<file path="src/rtl/pll_seq_pkg.sv">
// rtl/pll_seq_pkg.sv - state encoding and counter sizing for the PLL reset sequencer
package pll_seq_pkg;

   typedef enum logic [1:0] {
      ST_PLL_RST   = 2'd0,
      ST_WAIT_LOCK = 2'd1,
      ST_RELEASE   = 2'd2,
      ST_RUN       = 2'd3
   } pll_seq_state_e;

   // Bits needed to hold 0..max_val; never narrower than one bit.
   function automatic int cnt_width(input int max_val);
      return (max_val < 1) ? 1 : $clog2(max_val + 1);
   endfunction

endpackage

</file>
<file path="src/rtl/pll_lock_sync.sv">
// rtl/pll_lock_sync.sv - two-flop synchronizer for the asynchronous PLL lock
// Ports: clk (sampling clock), rst_n (async active-low), d (async input), q (synchronized output)
module pll_lock_sync (
   input  logic clk,
   input  logic rst_n,
   input  logic d,
   output logic q
);

   logic meta_q, meta_d;
   logic sync_q, sync_d;

   always_comb begin
      meta_d = d;
      sync_d = meta_q;
   end

   always_ff @(posedge clk or negedge rst_n) begin
      if (!rst_n) begin
         meta_q <= 1'b0;
         sync_q <= 1'b0;
      end else begin
         meta_q <= meta_d;
         sync_q <= sync_d;
      end
   end

   assign q = sync_q;

endmodule

</file>
<file path="src/rtl/pll_reset_seq.sv">
// rtl/pll_reset_seq.sv - PLL reset, lock qualification and staggered domain reset release
// Ports: clk (free-running oscillator), reset (async active-low), pll_lock (async),
//        sw_reset_req (restart request), pll_resetb (PLL RESETB pin), rst_out_n (per-domain
//        active-low resets), ready (all domains out of reset), unlock_count (saturating
//        loss-of-lock events), lock_fail (sticky lock timeout), state (debug FSM state).
// Build option: PLL_SEQ_TIMEOUT_EN adds a WAIT_LOCK timeout and the sticky lock_fail flag.
module pll_reset_seq
   import pll_seq_pkg::*;
#(
   parameter int NUM_DOMAINS        = 2,
   parameter int PLL_RST_CYCLES     = 16,
   parameter int LOCK_STABLE_CYCLES = 1024,
   parameter int STAGGER_CYCLES     = 64,
   parameter int LOSS_FILTER        = 4,
   parameter int LOCK_TIMEOUT       = 65535
) (
   input  logic                   clk,
   input  logic                   reset,
   input  logic                   pll_lock,
   input  logic                   sw_reset_req,
   output logic                   pll_resetb,
   output logic [NUM_DOMAINS-1:0] rst_out_n,
   output logic                   ready,
   output logic [7:0]             unlock_count,
   output logic                   lock_fail,
   output logic [1:0]             state
);

   localparam int RST_W  = cnt_width(PLL_RST_CYCLES - 1);
   localparam int STB_W  = cnt_width(LOCK_STABLE_CYCLES - 1);
   localparam int STG_W  = cnt_width(STAGGER_CYCLES - 1);
   localparam int LOSS_W = cnt_width(LOSS_FILTER - 1);

   logic lock_s;

   pll_lock_sync u_lock_sync (
      .clk   (clk),
      .rst_n (reset),
      .d     (pll_lock),
      .q     (lock_s)
   );

   pll_seq_state_e         state_q, state_d;
   logic [RST_W-1:0]       rst_cnt_q, rst_cnt_d;
   logic [STB_W-1:0]       stable_cnt_q, stable_cnt_d;
   logic [STG_W-1:0]       stg_cnt_q, stg_cnt_d;
   logic [LOSS_W-1:0]      loss_cnt_q, loss_cnt_d;
   logic                   pll_resetb_q, pll_resetb_d;
   logic [NUM_DOMAINS-1:0] rst_out_n_q, rst_out_n_d;
   logic                   ready_q, ready_d;
   logic [7:0]             unlock_cnt_q, unlock_cnt_d;
   logic                   loss_det;
`ifdef PLL_SEQ_TIMEOUT_EN
   localparam int TO_W = cnt_width(LOCK_TIMEOUT - 1);
   logic [TO_W-1:0]        to_cnt_q, to_cnt_d;
   logic                   lock_fail_q, lock_fail_d;
`endif

   always_comb begin
      state_d      = state_q;
      rst_cnt_d    = '0;
      stable_cnt_d = '0;
      stg_cnt_d    = '0;
      loss_cnt_d   = '0;
      pll_resetb_d = pll_resetb_q;
      rst_out_n_d  = rst_out_n_q;
      ready_d      = ready_q;
      unlock_cnt_d = unlock_cnt_q;
      loss_det     = 1'b0;
`ifdef PLL_SEQ_TIMEOUT_EN
      to_cnt_d     = '0;
      lock_fail_d  = lock_fail_q;
`endif

      // Loss filter only runs once domains start leaving reset; any high sample clears it.
      if ((state_q == ST_RELEASE || state_q == ST_RUN) && !lock_s) begin
         if (loss_cnt_q == LOSS_W'(LOSS_FILTER - 1)) begin
            loss_det = 1'b1;
         end else begin
            loss_cnt_d = loss_cnt_q + LOSS_W'(1);
         end
      end

      case (state_q)
         ST_PLL_RST: begin
            pll_resetb_d = 1'b0;
            rst_out_n_d  = '0;
            ready_d      = 1'b0;
            if (rst_cnt_q == RST_W'(PLL_RST_CYCLES - 1)) begin
               state_d      = ST_WAIT_LOCK;
               pll_resetb_d = 1'b1;
            end else begin
               rst_cnt_d = rst_cnt_q + RST_W'(1);
            end
         end
         ST_WAIT_LOCK: begin
            if (lock_s && stable_cnt_q == STB_W'(LOCK_STABLE_CYCLES - 1)) begin
               // Domain 0 leaves reset on the very first RELEASE cycle.
               state_d     = ST_RELEASE;
               rst_out_n_d = NUM_DOMAINS'(1);
            end else begin
               if (lock_s) begin
                  stable_cnt_d = stable_cnt_q + STB_W'(1);
               end
`ifdef PLL_SEQ_TIMEOUT_EN
               if (to_cnt_q == TO_W'(LOCK_TIMEOUT - 1)) begin
                  state_d      = ST_PLL_RST;
                  pll_resetb_d = 1'b0;
                  lock_fail_d  = 1'b1;
                  stable_cnt_d = '0;
               end else begin
                  to_cnt_d = to_cnt_q + TO_W'(1);
               end
`endif
            end
         end
         ST_RELEASE: begin
            if (rst_out_n_q[NUM_DOMAINS-1]) begin
               state_d = ST_RUN;
               ready_d = 1'b1;
            end else if (stg_cnt_q == STG_W'(STAGGER_CYCLES - 1)) begin
               // Released domains form a contiguous run of ones from bit 0; extend it by one.
               for (int i = NUM_DOMAINS - 1; i > 0; i--) begin
                  rst_out_n_d[i] = rst_out_n_q[i-1];
               end
               rst_out_n_d[0] = 1'b1;
            end else begin
               stg_cnt_d = stg_cnt_q + STG_W'(1);
            end
         end
         default: begin
         end
      endcase

      // Restart overrides everything; only a genuine loss of lock is counted.
      if (sw_reset_req || loss_det) begin
         state_d      = ST_PLL_RST;
         rst_cnt_d    = '0;
         stable_cnt_d = '0;
         stg_cnt_d    = '0;
         loss_cnt_d   = '0;
         pll_resetb_d = 1'b0;
         rst_out_n_d  = '0;
         ready_d      = 1'b0;
`ifdef PLL_SEQ_TIMEOUT_EN
         to_cnt_d     = '0;
`endif
         if (loss_det && unlock_cnt_q != 8'hFF) begin
            unlock_cnt_d = unlock_cnt_q + 8'd1;
         end
      end
   end

   always_ff @(posedge clk or negedge reset) begin
      if (!reset) begin
         state_q      <= ST_PLL_RST;
         rst_cnt_q    <= '0;
         stable_cnt_q <= '0;
         stg_cnt_q    <= '0;
         loss_cnt_q   <= '0;
         pll_resetb_q <= 1'b0;
         rst_out_n_q  <= '0;
         ready_q      <= 1'b0;
         unlock_cnt_q <= '0;
`ifdef PLL_SEQ_TIMEOUT_EN
         to_cnt_q     <= '0;
         lock_fail_q  <= 1'b0;
`endif
      end else begin
         state_q      <= state_d;
         rst_cnt_q    <= rst_cnt_d;
         stable_cnt_q <= stable_cnt_d;
         stg_cnt_q    <= stg_cnt_d;
         loss_cnt_q   <= loss_cnt_d;
         pll_resetb_q <= pll_resetb_d;
         rst_out_n_q  <= rst_out_n_d;
         ready_q      <= ready_d;
         unlock_cnt_q <= unlock_cnt_d;
`ifdef PLL_SEQ_TIMEOUT_EN
         to_cnt_q     <= to_cnt_d;
         lock_fail_q  <= lock_fail_d;
`endif
      end
   end

   assign pll_resetb   = pll_resetb_q;
   assign rst_out_n    = rst_out_n_q;
   assign ready        = ready_q;
   assign unlock_count = unlock_cnt_q;
   assign state        = state_q;
`ifdef PLL_SEQ_TIMEOUT_EN
   assign lock_fail    = lock_fail_q;
`else
   assign lock_fail    = 1'b0;
`endif

endmodule

</file>
<file path="config.mk">
export PLATFORM = sky130hd
export DESIGN_NAME = pll_reset_seq
export DESIGN_NICKNAME = d
export VERILOG_FILES = /design/src/rtl/pll_seq_pkg.sv /design/src/rtl/pll_lock_sync.sv /design/src/rtl/pll_reset_seq.sv
export SDC_FILE = /design/constraint.sdc
export NUM_CORES = 1
export LEC_CHECK = 0
export ABC_CLOCK_PERIOD_IN_PS = 3800
export BUFFER_PORTS_ARGS = -buffer_cell sky130_fd_sc_hd__buf_2
export CORE_MARGIN = 8
export CORE_UTILIZATION = 57
export CTS_CLUSTER_DIAMETER = 80
export DETAILED_ROUTE_END_ITERATION = 12
export GPL_TIMING_DRIVEN = 0
export PLACE_DENSITY = 0.78
export SYNTH_ARGS = -nofsm -noshare
export SYNTH_HDL_FRONTEND = slang
export SYNTH_SLANG_ARGS = --single-unit
</file>
<file path="constraint.sdc">
create_clock -name clk -period 3.8 [get_ports clk]
set_clock_uncertainty 0.2 [all_clocks]
set_input_delay 0 -clock clk [delete_from_list [all_inputs] [get_ports clk]]
set_output_delay 0 -clock clk [all_outputs]
set_load 0.05 [all_outputs]
</file>
======== After elaboration in Yosys (flattened, before gate mapping) ========
Cells that the tools add are included.
cells by class
  add/subtract/negate cells ............... 5
  reductions and logical operators ........ 15
  equality and inequality tests ........... 13
  muxes and demuxes ....................... 32
operator list
  kind                                            number
  two-way mux 10 bit                              4
  two-way mux 6 bit                               4
  two-way mux 2 bit                               11
  two-way mux 4 bit                               3
  one-hot mux 2 bit (3 select lines)              2
  adder 10 x 1 -> 10 bit (second input constant)  1
  equality test 10 bit (second input constant)    1
  adder 8 x 1 -> 8 bit (second input constant)    1
  != test 8 bit (second input constant)           1
  AND reduction 4 bit                             2
  two-way mux 1 bit                               7
  adder 6 x 1 -> 6 bit (second input constant)    1
  equality test 2 bit (second input constant)     3
  equality test 6 bit (second input constant)     1
  != test 3 x 2 -> 1 bit (second input constant)  2
  != test 3 bit (second input constant)           2
  AND reduction 2 bit                             3
  adder 4 x 1 -> 4 bit (second input constant)    1
  equality test 4 bit (second input constant)     1
  nonzero test 4 bit                              1
  logical AND 1 bit                               3
  != test 3 x 1 -> 1 bit (second input constant)  1
  nonzero test 3 bit                              1
  adder 2 x 1 -> 2 bit (second input constant)    1
  6 further kinds                                 7
storage, ports and cells
  register bits ........................... 38
  output and inout port bits .............. 15
  input port bits ......................... 4
  word-level logic and storage cells ...... 77

======== Logic depth before layout (Yosys ltp) ========
Gate-level depths: netlist of run 1.
  word-level depth ........................ 7
  depth in mapped cells ................... 7
  gate-level depth less buffers ........... 7

======== Cells and area by module ========
A second synthesis of run 1 with hierarchy kept.
unflattened totals
  cells, all modules ...................... 172
  area, all modules ....................... 1840.5 um^2
by module, submodules not included
  module         times used  area each (um^2)  sequential area each (um^2)  cells an instance
  pll_reset_seq  1           1790.5            900.9                        170
  pll_lock_sync  1           50.0              50.0                         2

======== Least setup slack after synthesis of run 1 ========
Ideal clock, no wire load.
  kind .................................... flip-flop to flip-flop
  from .................................... register state_q[0], in the netlist state[0]
  to ...................................... register rst_out_n_q[0], in the netlist rst_out_n[0]
  required time ........................... 3475 ps
  setup slack ............................. 1257 ps
  library setup time ...................... 125 ps
  buffers on the path ..................... 0
  data arrival time ....................... 2218 ps
  clock period less this slack ............ 2543 ps
  cell stages (with the launch flop) ...... 8
  cell sequence ........................... dfrtp_1 -> inv_1 -> ha_1 -> or4_1 -> a21oi_1 -> a41oi_2 -> o41ai_1 -> mux2_4
on the way
  word-level cells in the longest chain between the ends .. 7
  elaborated cells between the ends (all ways) .. 15
  classes of those cells .................. 6 x eq/ne; 3 x mux; 6 x reduce/logical
ends and longest elaborated chain
  what                                                      line                                      text
  start: declaration                                        pll_reset_seq.sv:43                       pll_seq_state_e state_q, state_d;
  start signal: assignment                                  pll_reset_seq.sv:170                      state_q <= state_d;
  equality test 2 bit, on equally long branches             pll_reset_seq.sv:76, pll_reset_seq.sv:84
  logical OR 1 bit                                          pll_reset_seq.sv:76                       if ((state_q == ST_RELEASE || state_q == ST_RUN) && !lock_s) begin
  logical AND 1 bit                                         pll_reset_seq.sv:76
  two-way mux 1 bit                                         pll_reset_seq.sv:76
  logical OR 1 bit                                          pll_reset_seq.sv:136                      if (sw_reset_req || loss_det) begin
  != test 3 x 1 -> 1 bit (no line) (tied with other cells)  --
  AND reduction 4 bit (no line)                             --
  end signal: assignment                                    pll_reset_seq.sv:176                      rst_out_n_q <= rst_out_n_d;
  end: declaration                                          pll_reset_seq.sv:49                       logic [NUM_DOMAINS-1:0] rst_out_n_q, rst_out_n_d;
Parallel ways exist; a longest one is shown, timed or not.
A chain may end at the register's enable or synchronous reset.

======== Worst setup path after layout of run 1 ========
  from .................................... register state_q[0], in the netlist state[0]
  to ...................................... register state_q[0], in the netlist state[0]
on the way
  word-level cells in the longest chain between the ends .. 7
  elaborated cells between the ends (all ways) .. 15
  classes of those cells .................. 6 x eq/ne; 3 x mux; 6 x reduce/logical
ends and longest elaborated chain
  what                                             line
  equality test 2 bit, on equally long branches    pll_reset_seq.sv:76, pll_reset_seq.sv:84
  logical OR 1 bit                                 pll_reset_seq.sv:76
  logical AND 1 bit                                pll_reset_seq.sv:76
  two-way mux 1 bit                                pll_reset_seq.sv:76
  logical OR 1 bit                                 pll_reset_seq.sv:136
  != test 3 bit (no line) (tied with other cells)  --
  AND reduction 4 bit (no line)                    --
Parallel ways exist; a longest one is shown, timed or not.

==> flow_summary.ini, run 1 <==
[floorplan]
row_count = 20
core-area_mm2 = 0.00303
die-area_mm2 = 0.00524
die_w_um = 72.4
die_h_um = 72.4
initial_core_util = 0.598
boundaryPins = 19

[logic_synthesis]
yosysUniqueCellTypes = 36
syn_avg_cell_area_um2 = 10.6
synth_seq_area_share = 0.525
ys_ff_latch = 38
synth.area.top_cells = dfrtp_1, ha_1, xor2_1, nor2_1, nand3_1
yosys.area.top_type = dfrtp_1
synth_warnings = 0
netlist_instances = 170
synth_top_area_frac = 0.525
netlist_area_mm2 = 0.00181
syn-num-nets = 184

[status]
status = completed

[routing]
ant_nets = 0
viasPerCell = 5.38
drt-pass1-iter-count = 4
wl_met2_um = 1630
routed_wirelength_um = 3300
vias = 1301
drt-met1-wl_um = 1450
drt_iter0_drc = 63
dr.max_layer_used = met4
wl_per_cell_um = 13.6
dr_wl_met3_um = 179
drc = 0

[min_path]
hold_path_class = input pin to async pin

[clock_tree]
cts-buffers-inserted = 5
clkTransAtPathRegs_ps = 110
insertion_delay_ps = 340
cts-root-buf = clkbuf_4
cts_tree = built
clockBufferDepth = 2
cts.sinks = 38
post_cts_resized = 0
htreeDepth = 2

[setup_path]
reg2reg_slack_ps = 1230
start_kind = flip-flop
critPathBufInv = 1
crit_family = simple AND/OR/NAND/NOR gates
endpoint_kind = flip-flop
worstPathMaxFanout = 6
crit_chain = inv_1 > ha_1 > or2_2 > a21oi_1 > nand2_1 > nand3_2 > mux2_1
worstPathRequired_ps = 3830
critPathMaxStageDelay_ps = 470
crit_slowest_cell = dfrtp_1
arrival_ps = 2610
path_class = flip-flop to flip-flop

[cells_and_area]
layout-drive-gt1-share = 0.177
final_common_cell = dfrtp_1
area_growth_pct = 14.0
num-fill-cells = 242
insertedDiodeCount = 0
layout_common_cells = dfrtp_1, nor2_1, buf_2
fin_nets = 211
fin_util = 0.681
instances_no_fill = 242

[grt]
grt_max_degree = 39
track_usage = 0.143
overflow = 0
grt_antenna_before_repair = 0
grt_first_pass_wirelength_um = 5770
first_global_vias = 1324

[sta]
tightest_slew_ps = 805
hold_ws_ps = 71.1
setup_viol = 0
fmax_mhz = 389
slew_viol_final = 0
finalCritPeriodShare = 0.677
tns_ps = 0
relSlewSlack = 0.463
period_needed_ps = 2570
final-hold-violation-count = 0
rsz0062_at_grt = false

[placement]
dp.cells = 231
dp_hpwl_um = 2400
portBuffers = 17
place_congestion = 0.824

[power_and_ir_drop]
p_leak_nw = 0.999
cellPowerDensity_mw_per_mm2 = 468
ir_drop_v = 0.000286

[job]
max_cap_violations = 0
worst paths after layout:
kind	start	endpoint	cells past startpoint
worst max register to register	state[0]$_DFFE_PN0P_	state[0]$_DFFE_PN0P_	7
max in group asynchronous	reset	rst_cnt_q[3]$_DFF_PN0_	2
worst max-delay path	state[0]$_DFFE_PN0P_	state[0]$_DFFE_PN0P_	7
min in group clk	pll_lock	u_lock_sync.meta_q$_DFF_PN0_	2
worst min register to register	u_lock_sync.meta_q$_DFF_PN0_	u_lock_sync.q$_DFF_PN0_	0
worst min-delay path	reset	stable_cnt_q[7]$_DFF_PN0_	2
sequential cells by signal, summed over array words and instances (netlist names), 2 cells and up:
signal / count
loss_cnt_q: 2
rst_cnt_q: 4
rst_out_n: 2
stable_cnt_q: 10
state: 2
stg_cnt_q: 6
unlock_count: 8
cell usage after synthesis (all sizes together):
cell type and count:
ha 10, and3 5, or3 1, buf 1
nand2b 2, or4b 1, nor2 22, nor2b 2
nand2 12, nand4 2, inv 6, nor3 2
clkbuf 1, conb 1, o41ai 1, and2 2
mux2 4, a31oi 2, a31o 1, xnor2 8
and4 2, nor4 1, a41oi 1, or4 2
a311oi 1, or2 1, o21ai 2, xor2 12
a21oi 8, dfrtp 38, nand3 16
routing by layer:
metal	up-vias	GRT usage
li1	636	-
met1	633	0.159
met2	28	0.233
met3	4	0.0455
met4	0	0.0839
met5	-	0
per-stage QoR:
stage	setup slack (ps)	cell area (um2)	power, W
floorplan	1260	1810	0.000632
global placement	1350	1950	0.000679
detailed placement	1300	1950	0.000692
CTS	1240	2060	0.000974
global route	1070	2060	0.00102
finish	1230	2060	0.000966
what timing repair did:
action / in CTS / in global routing
setup endpoints to repair: 0 / 0
hold buffers: 3 / 0
endpoints found under the hold margin: 54 / 0
setup buffers: 0 / 0
cell families after synthesis:
kind of cell             after synthesis  share of synthesized area
AO/OA/AOI/OAI                         16                     0.0581
other                                  1                    0.00207
XOR/XNOR                              20                     0.0968
AND/OR/NAND/NOR                       73                      0.203
adder cells (fa/ha/maj)               10                     0.0691
multiplexers                           4                     0.0269
flip-flops                            38                      0.525
buffers and inverters                  8                     0.0187
power breakdown:
| group | leakage, nW | total [W] | internal (W) | switching, W |
|---|---|---|---|---|
| Clock | 0.0374 | 0.000276 | 0.000138 | 0.000138 |
| Combinational | 0.440 | 0.000233 | 0.0000843 | 0.000149 |
| Sequential | 0.522 | 0.000457 | 0.000429 | 0.0000281 |
cell type report:
class	instances	area, um2	share of cell area
buffer	2	11.3	0.00546
clock buffer	5	37.5	0.0182
clock inverter	3	45.0	0.0218
inverter	6	22.5	0.0109
multi-input combinational	124	826	0.400
sequential	38	951	0.461
tap	44	55.1	0.0267
timing repair buffer	20	115	0.0558
(Power assumes the default switching activity.)
==> run 2: changes to the inputs <==
- ABC_AREA: not set -> 1
- ABC_CLOCK_PERIOD_IN_PS: 3800 -> 2500
- PLACE_DENSITY: 0.78 -> 0.77
- clock period: 3.8 -> 2.5 ns (I/O delays scaled with it)
==> run 2 against run 1 <==
- global-route usage decreased by 0.16 points
- via count up 9.5%
- cell count rose by 19%
- combinational power is 61% higher
- clock power increased by 18%
- register-to-register slack worse by 790 ps
- worst setup slack lost 790 ps
- wire length is 1.5% lower
- sequential power rose by 49%
- sequential share of layout area shrank 2.3 points
- largest cell class unchanged
==> flow_summary.ini, run 2 <==
[logic_synthesis]
synthArstFlopShare = 1.00
yosys.area_share.adder = 0.0645
yosysMostFrequentCell = nand2_1
yosysUniqueCellTypes = 30
synth_xor_xnor_area_share = 0.0677
ys_ff_latch = 38
netlist_area_mm2 = 0.00194
synth_top_area_frac = 0.490
synth_compound_area_frac = 0.0477
synth-edff-count = 0
netlist_instances = 215
ys_top_cells_by_count = nand2_1, dfrtp_1, nor2_1
ys.flop_type = dfrtp_1
yosys.area.top_type = dfrtp_1
synth.area.top_cells = dfrtp_1, nand2_1, ha_1, nor2_1, inv_1
syn_avg_cell_area_um2 = 9.03
synth_warnings = 0
synth_seq_area_share = 0.490
synth_top_family_by_area = simple AND/OR/NAND/NOR gates
yosys.area_share.simple = 0.272
syn-num-nets = 229
synth_mux_area_frac = 0

[setup_path]
start_kind = flip-flop
crit_slowest_cell = dfrtp_1
critPathMaxStageDelay_ps = 430
critPathBufInv = 3
regToRegStartpoint = state[0]$_DFFE_PN0P_
arrival_ps = 2090
endpoint_kind = flip-flop
crit_family = simple AND/OR/NAND/NOR gates
crit_chain = inv_1 > ha_1 > inv_2 > nand2_4 > nand3_4 > nand4_1 > nand2_1 > inv_1 > nand3_1 > nand2_1
worstPathMaxFanout = 6
critPathLaunch = state[0]$_DFFE_PN0P_
path_class = flip-flop to flip-flop
worstPathRequired_ps = 2530

[cells_and_area]
layout_common_cells = nand2_1, dfrtp_1, nor2_1
fin_nets = 256
layout-drive-gt1-share = 0.160
num-fill-cells = 301
instances_no_fill = 289
fin_area_mm2 = 0.00217
insertedDiodeCount = 0
largest-register = stable_cnt_q
area_growth_pct = 12.0
final_common_cell = nand2_1
largest_reg_flops = 10

[routing]
ant_nets = 0
wl_per_cell_um = 11.2
viasPerCell = 4.93
routed_wirelength_um = 3250
vias = 1425
drt_iter0_drc = 56
drt-pass1-iter-count = 5
drc = 0

[power_and_ir_drop]
ir_drop_v = 0.000404
cellPowerDensity_mw_per_mm2 = 636
p_total_w = 0.00138
p_leak_nw = 1.10
p_seq_frac = 0.493
p_comb_frac = 0.271
power_frac_clock = 0.236
power.internal_w = 0.000901
p_sw_frac = 0.349
switching_power_w = 0.000482

[clock_tree]
htreeDepth = 2
post_cts_resized = 0
insertion_delay_ps = 330
cts-root-buf = clkbuf_4
clockBufferDepth = 2
cts-buffers-inserted = 5
cts.sinks = 38
cts_hold_buf = 3
postCtsSetupBuffers = 0
clkTransAtPathRegs_ps = 110
cts_tree = built

[floorplan]
boundaryPins = 19
die-area_mm2 = 0.00553
die_w_um = 74.4
core-area_mm2 = 0.00331
row_count = 21
initial_core_util = 0.586
die_h_um = 74.4

[sta]
fin_ws_ps = 443
rsz0062_at_grt = false
setup_viol = 0
period_needed_ps = 2060
fmax_mhz = 486
final-hold-violation-count = 0
relSlewSlack = 0.471
tightest_slew_ps = 793
slew_viol_final = 0
finalCritPeriodShare = 0.823
tns_ps = 0

[placement]
dp_slack_ps = 447
placedInstanceArea_mm2 = 0.00208
place_congestion = 0.835
dp.cells = 278
dp_hpwl_um = 2400
portBuffers = 17

[grt]
grtUsageMet1 = 0.181
gr-usage-met3 = 0.0404
overflow = 0
grt_first_pass_wirelength_um = 6040
track_usage = 0.141
grtUsageMet2 = 0.217
grt_max_degree = 39
grt-busiest-layer = met2
grt_antenna_before_repair = 0
first_global_vias = 1457

[min_path]
hold_path_class = input pin to async pin

[status]
status = completed

[job]
max_cap_violations = 0
==> run 2: worst paths after layout <==
kind,to,slack [ps],depth (start not counted)
min in group clk,u_lock_sync.meta_q$_DFF_PN0_,100,2
setup reg to reg,state[0]$_DFFE_PN0P_,440,10
hold reg to reg,u_lock_sync.q$_DFF_PN0_,160,0
max in group asynchronous,stable_cnt_q[6]$_DFF_PN0_,1530,2
setup / recovery,state[0]$_DFFE_PN0P_,440,10
hold / removal,unlock_count[3]$_DFFE_PN0P_,70,2
==> run 2: logic make-up after synthesis <==
kind of cell,after synthesis
AND/OR/NAND/NOR,111
flip-flops,38
buffers and inverters,28
XOR/XNOR,15
AO/OA/AOI/OAI,12
adder cells (fa/ha/maj),10
other,1
==> run 2: power by group through the flow <==
stage               Sequential [W]  Clock (W)  Combinational [W]
CTS                       0.000683   0.000338           0.000378
finish                    0.000682   0.000326           0.000375
global route              0.000689   0.000361           0.000431
detailed placement        0.000696          0           0.000373
floorplan                 0.000745          0           0.000234
global placement          0.000694          0           0.000367
==> run 2: cell type report <==
class,instances,area (um2),share of cell area
Buffer,1,7.51,0.00345
Clock buffer,7,55.1,0.0253
Clock inverter,1,5.00,0.00230
Inverter,27,101,0.0466
Multi-Input combinational cell,149,881,0.405
Sequential cell,38,951,0.438
Tap cell,46,57.6,0.0265
Timing Repair Buffer,20,115,0.0530
==> run 2: worst register-to-register path, delay by kind of cell (launching register included) <==
kind | cells | cell delay (ps)
flip-flops | 1 | 430
AND/OR/NAND/NOR | 6 | 810
buffers and inverters | 3 | 280
adder cells (fa/ha/maj) | 1 | 250
==> run 2: per-layer routing <==
metal  up-vias  part of all wire
met5         -                 0
met4         0             0.014
met2        23              0.44
met1       660              0.50
met3         5             0.045
li1        737                 -
==> run 2: stage by stage <==
stage	hold slack, ps	utilization
after floorplan	-496	-
after CTS	82.8	0.656
after global placement	-91.1	0.629
after detailed placement	-90.2	0.629
after global routing	97.0	0.656
final	71.2	0.656
